===== src/rtl/wb_writer.sv =====
// Writeback-stage sequencer: drives the register file write side from the
// MEM/WB register. Dual-destination instructions take two write beats.
module wb_writer #(
   parameter int REG_SIZE = 16,
   parameter int CCR_SIZE = 16,
   parameter int ADDR_W   = 4
) (
   input  logic                clk,
   input  logic                rst,
   input  logic                in_valid,
   output logic                in_ready,
   input  logic                in_wr1,
   input  logic                in_wr2,
   input  logic [ADDR_W-1:0]   in_addr1,
   input  logic [ADDR_W-1:0]   in_addr2,
   input  logic [REG_SIZE-1:0] in_data1,
   input  logic [REG_SIZE-1:0] in_data2,
   input  logic                in_sp_wr,
   input  logic [31:0]         in_sp_data,
   input  logic                in_ccr_wr,
   input  logic [CCR_SIZE-1:0] in_ccr_data,
   output logic                Data_write1,
   output logic [ADDR_W-1:0]   write_addr1,
   output logic [REG_SIZE-1:0] write_data1,
   output logic                sp_write,
   output logic [31:0]         write_sp_data,
   output logic [CCR_SIZE-1:0] write_ccr,
   output logic                fwd_valid,
   output logic [ADDR_W-1:0]   fwd_addr,
   output logic [REG_SIZE-1:0] fwd_data,
   output logic [31:0]         retired
);

   typedef enum logic {IDLE, SECOND} state_t;

   state_t              state;
   logic [ADDR_W-1:0]   addr2_q;
   logic [REG_SIZE-1:0] data2_q;
   logic                accept;

   // Upstream may only hand over an instruction when no second beat is pending.
   assign in_ready = rst & (state == IDLE);
   assign accept   = in_valid & in_ready;

   // Forwarding sees exactly what the register file is being written with.
   assign fwd_valid = Data_write1;
   assign fwd_addr  = write_addr1;
   assign fwd_data  = write_data1;

   // Beat sequencer: first beat carries slot 1 (or the only slot) plus SP/CCR,
   // the optional second beat carries the held slot 2.
   always_ff @(posedge clk) begin
      if (!rst) begin
         state         <= IDLE;
         addr2_q       <= '0;
         data2_q       <= '0;
         Data_write1   <= 1'b0;
         write_addr1   <= '0;
         write_data1   <= '0;
         sp_write      <= 1'b0;
         write_sp_data <= '0;
         write_ccr     <= '0;
         retired       <= '0;
      end else begin
         Data_write1 <= 1'b0;
         sp_write    <= 1'b0;
         case (state)
            IDLE: begin
               if (accept) begin
                  sp_write <= in_sp_wr;
                  if (in_sp_wr)
                     write_sp_data <= in_sp_data;
                  // CCR is loaded every cycle downstream, so hold the last flags.
                  if (in_ccr_wr)
                     write_ccr <= in_ccr_data;
                  if (in_wr1) begin
                     Data_write1 <= 1'b1;
                     write_addr1 <= in_addr1;
                     write_data1 <= in_data1;
                  end else if (in_wr2) begin
                     Data_write1 <= 1'b1;
                     write_addr1 <= in_addr2;
                     write_data1 <= in_data2;
                  end
                  if (in_wr1 && in_wr2) begin
                     addr2_q <= in_addr2;
                     data2_q <= in_data2;
                     state   <= SECOND;
                  end else begin
                     retired <= retired + 32'd1;
                  end
               end
            end
            SECOND: begin
               // Slot 2 always lands last, so it wins on equal addresses.
               Data_write1 <= 1'b1;
               write_addr1 <= addr2_q;
               write_data1 <= data2_q;
               retired     <= retired + 32'd1;
               state       <= IDLE;
            end
            default: state <= IDLE;
         endcase
      end
   end

endmodule


===== config.mk =====
export PLATFORM = sky130hd
export DESIGN_NAME = wb_writer
export DESIGN_NICKNAME = d
export VERILOG_FILES = /design/src/rtl/wb_writer.sv
export SDC_FILE = /design/constraint.sdc
export NUM_CORES = 1
export LEC_CHECK = 0
export ABC_AREA = 1
export BUFFER_PORTS_ARGS = -buffer_cell sky130_fd_sc_hd__buf_2
export CORE_UTILIZATION = 49
export CTS_CLUSTER_SIZE = 24
export DETAILED_ROUTE_END_ITERATION = 10
export HOLD_SLACK_MARGIN = 0.06
export PLACE_DENSITY = 0.81
export SYNTH_ARGS = -nofsm -noshare
export SYNTH_HDL_FRONTEND = slang
export SYNTH_SLANG_ARGS = --single-unit

===== constraint.sdc =====
create_clock -name clk -period 1.5 [get_ports clk]
set_input_delay 0.3 -clock clk [delete_from_list [all_inputs] [get_ports clk]]
set_output_delay 0.3 -clock clk [all_outputs]
set_load 0.02 [all_outputs]

---- After elaboration in Yosys (flattened, before gate mapping) ----
Index checks and enable logic that the tools add are counted.
word-level totals
  bits of input ports ..................... 95
  output and inout port bits .............. 124
  word-level logic and storage cells ...... 44
  bits in registers ....................... 123
operators by class
  mux-type cells .......................... 18
  $add $sub $neg .......................... 1
  bitwise operators ....................... 5
  eq/ne operators ......................... 3
  reduce and logical (&&, ||, !) cells .... 7
operators with widths
  kind                                                              count
  32-bit 2-to-1 mux                                                 2
  32-bit one-hot mux with 2 select lines                            1
  16-bit 2-to-1 mux                                                 3
  32-bit by 1-bit adder with 32-bit output (second input constant)  1
  16-bit one-hot mux with 2 select lines                            1
  4-bit 2-to-1 mux                                                  3
  3-bit AND reduction                                               3
  4-bit one-hot mux with 2 select lines                             1
  1-bit 2-to-1 mux                                                  5
  2-bit != test (second input constant)                             2
  1-bit one-hot mux with 2 select lines                             2
  2-bit AND reduction                                               2
  3-bit != test (second input constant)                             1
  1-bit NOT                                                         3
  3-bit OR reduction                                                1
  1-bit AND                                                         2
  1-bit logical AND                                                 1

---- Logic depth before layout (Yosys ltp) ----
  depth in word-level cells ............... 5
  depth in mapped cells ................... 10
  gate-level depth less buffers ........... 9

---- Worst setup path after synthesis ----
Ideal clock, no wire load.
  kind .................................... register -> register
  start point ............................. register retired[1]
  end point ............................... register retired[16]
  setup time .............................. 0.128 ns
  path buffers ............................ 0
  clock period less this slack ............ 1.529 ns
  stages on the path, launching flop included .. 9
  slack ................................... -0.029 ns
  required time ........................... 1.372 ns
  arrival ................................. 1.401 ns
  cells stage by stage .................... dfxtp_1 -> ha_1 -> inv_1 -> nor2_1 -> nand3_1 -> nor2_4 -> nand3_1 -> nand2_1 -> nor2_1
on the way
  cells in the longest elaborated chain, start to end .. 4
RTL lines
  item                                          line    RTL
  from (decl)                                   31      output logic [31:0] retired
  from (signal assigned)                        90      retired <= retired + 32'd1;
  from (signal assigned)                        99      retired <= retired + 32'd1;
  32-bit by 1-bit adder with 32-bit output (*)  90, 99
  32-bit 2-to-1 mux                             85      if (in_wr1 && in_wr2) begin
  32-bit 2-to-1 mux                             69      if (accept) begin
  32-bit one-hot mux with 2 select lines (*)    67      case (state)
Every way passes the cells marked *; elsewhere a longest branch is shown, timed or not. The select of a mux whose other input is x is not followed.
A chain may end at the register's enable or synchronous reset.

---- Worst setup path after layout ----
  start point ............................. register state
  end point ............................... register write_data1[9] (netlist: fwd_data[9])
on the way
  cells in the longest elaborated chain, start to end .. 5
  elaborated cells between the ends (all ways) .. 7
  those cells by class .................... eq/ne (2); mux (1); bitwise (3); reduce/logical (1)
RTL lines
  item                                  line  RTL
  from (decl)                           36    state_t state;
  from (signal assigned)                54    state <= IDLE;
  from (signal assigned)                88    state <= SECOND;
  from (signal assigned)                100   state <= IDLE;
  1-bit NOT                             n/a
  1-bit AND                             42    assign in_ready = rst & (state == IDLE);
  1-bit AND                             43    assign accept = in_valid & in_ready;
  2-bit != test (no source line)        n/a
  2-bit AND reduction (no source line)  n/a
  to (signal assigned)                  79    write_data1 <= in_data1;
  to (signal assigned)                  83    write_data1 <= in_data2;
  to (signal assigned)                  98    write_data1 <= data2_q;
  to (decl)                             24    output logic [REG_SIZE-1:0] write_data1,
Parallel ways exist; a longest one is shown, timed or not.

==> impl_metrics.toml <==
[cells_and_area]
stdcell_area_um2 = 8260
n_fill_cell = 730
areaGrowthSynthToFinish_pct = 50.2
final_util = 0.758
insertedDiodeCount = 0
final_nets = 1137
drive_gt1_frac = 0.330

[die]
dieArea_um2 = 11600
die_h_um = 108
io_pins = 219
rows = 38
dieWidth_um = 108
core-area_um2 = 10900
start_util = 0.505

[critical_path]
cp_data_arrival_time_ps = 1900
worstSetupPathType = "reg -> reg"
worstPathMaxFanout = 17
crit_path_end_kind = "register"
startpoint_type = "register"
cp_data_required_time_ps = 1880

[status]
violations = "negative setup slack"
status = "complete, but fails checks"

[sta]
clock_skew_ps = 7.86
setup_tns_ps = -16.7
tightest_slew_ps = 499
finalHoldViolCount = 0
rsz0062_at_grt = "true"
fin_crit_ps = 1510
fmax_mhz = 660
setup_viol = 2
min_period_over_period = 1.01
slew_violations = 0
setup_ws_ps = -14.9
slew_headroom = 0.668

[yosys]
netlist.area_leader.share = 0.448
synth_edf_count = 0
synth_top_cell_by_area = "dfxtp_1"
synth_ff_type = "dfxtp_1"
synth_common_cells = "nand2_1 (187), dfxtp_1 (123), nor2_1 (80), a21oi_1 (77), o21ai_0 (51)"
synth.distinct_cells = 36
yosys_warnings = 0
synth_area_um2 = 5500
syn_inst = 753
netlist_top_cells_area = "dfxtp_1 (45%), nand2_1 (13%), a21oi_1 (7.0%)"
ys_seq_area_frac = 0.448
yosysMostFrequentCell = "nand2_1"
avgSynthCellArea_um2 = 7.30
synth_seq_cells = 123
synthesis.nets = 849
postSynth.asyncResetShare = 0

[grt]
grt_pass1_vias = 5981
overflow = 0
grt_max_degree = 51
grt_pass1_wl_um = 28600
antenna_found_initial = 0
track_usage = 0.321

[placement]
placed_area_um2 = 6720
place.gp.congestion = 0.916
dpl_worst_slack_ps = 35.9
numPortBuffers = 218
hpwl_um = 10800

[clock_tree]
htree_levels = 4
cts-buffers-inserted = 17
clk_pin_slew_ps = 60
cts-root-buf = "clkbuf_8"
cts_tree = "done"
clk_latency_ps = 510
cts.sinks = 123
clk_path_buf_depth = 2

[route]
drc = 0
wl_per_cell_um = 16.0
via_count = 6386
firstDrtPassIters = 5
vias_per_cell = 5.35
drt_wl_total_um = 19100
drtIter0Drc = 632
ant_nets = 0

[pwr]
p_leak_nw = 3.80
p_total_mw = 8.50
power_density_nw_per_um2 = 1030
irDropWorstVdd_uv = 840

[hold_path]
hold_class = "in -> reg"

[job]
drv_cap = 0
## report_power, final
part           total [mW]  internal, mW  switching (mW)
registers            3.46          3.38          0.0768
logic                1.11         0.479           0.632
clock network        3.94          2.44            1.49
## routing by layer
metal,GRT usage,vias to the layer above,part of all wire
li1,-,3016,-
met1,0.371,2945,0.38
met2,0.549,365,0.50
met3,0.0811,60,0.083
met4,0.161,0,0.034
met5,0,-,0
## worst max-delay path, stage by stage (launching register included)
cell      delay (ps)
dfxtp_4          360
buf_12           130
clkinv_8          50
nand3_4          110
nor2_4           160
nor2_4            70
buf_12           150
a21boi_1         210
o22ai_1          130
## through the flow
stage	std cells	hold WS, ps
final	1194	87.3
after global placement	1086	444
after floorplan	753	435
after CTS	1187	67.0
after global routing	1194	79.6
after detailed placement	1086	447
## cell type report
| type | instances | area (um^2) | area share |
|---|---|---|---|
| Clock buffer | 21 | 449 | 0.0544 |
| Clock inverter | 11 | 119 | 0.0144 |
| Inverter | 54 | 229 | 0.0277 |
| Multi-Input combinational cell | 520 | 2620 | 0.318 |
| Sequential cell | 123 | 2480 | 0.300 |
| Tap cell | 140 | 175 | 0.0212 |
| Timing Repair Buffer | 325 | 2180 | 0.264 |
## repair_timing
action | CTS | global route
setup buffers | 2 | 5
hold endpoints to repair | 66 | 0
endpoints found under the setup margin | 2 | 55
hold buffers | 66 | 0
pin swaps | 1 | 13
gates resized for setup | 11 | 44
gates cloned | 1 | 2
## sequential cells by signal (all words and copies together) (netlist names)
signal,cells
addr2_q,4
fwd_addr,4
data2_q,16
write_sp_data,32
state,1
sp_write,1
retired,32
Data_write1,1
fwd_data,16
write_ccr,16
## cells by family (layout without fill, tap and decap cells)
logic type,after synthesis,count (layout),synth area share
simple gates,344,346,0.271
compound gates,162,162,0.159
flops,123,123,0.448
buf+inv,112,411,0.101
mux,8,8,0.0146
xor+xnor,3,3,0.00478
fa+ha+maj,1,1,0.00228
## cell usage in the layout, fill, tap and decap left out, types with 3 or more instances in the layout
cell / count
nor3_1: 11
buf_12: 7
inv_2: 4
nand2_1: 183
clkbuf_16: 16
o21bai_1: 3
buf_4: 35
nor2_2: 8
clkinvlp_4: 4
a21boi_1: 8
dlygate4sd3_1: 66
clkinv_2: 5
nand2_2: 7
buf_2: 215
a22oi_1: 9
a21oi_1: 75
nor2_1: 69
o21ai_1: 7
nor2_4: 14
dfxtp_2: 9
inv_1: 47
nand3_1: 37
o21ai_0: 49
nand4_1: 5
clkbuf_8: 3
mux2i_1: 8
dfxtp_1: 113
o22ai_1: 8
## worst paths after layout
check	from	to	slack, ps	cells past startpoint
hold / removal	in_data2[13]	data2_q[13]	90	3
setup reg to reg	state	fwd_data[9]	-10	8
hold reg to reg	write_ccr[13]	write_ccr[13]	460	2
setup / recovery	state	fwd_data[9]	-10	8
(Power assumes the default switching activity.)
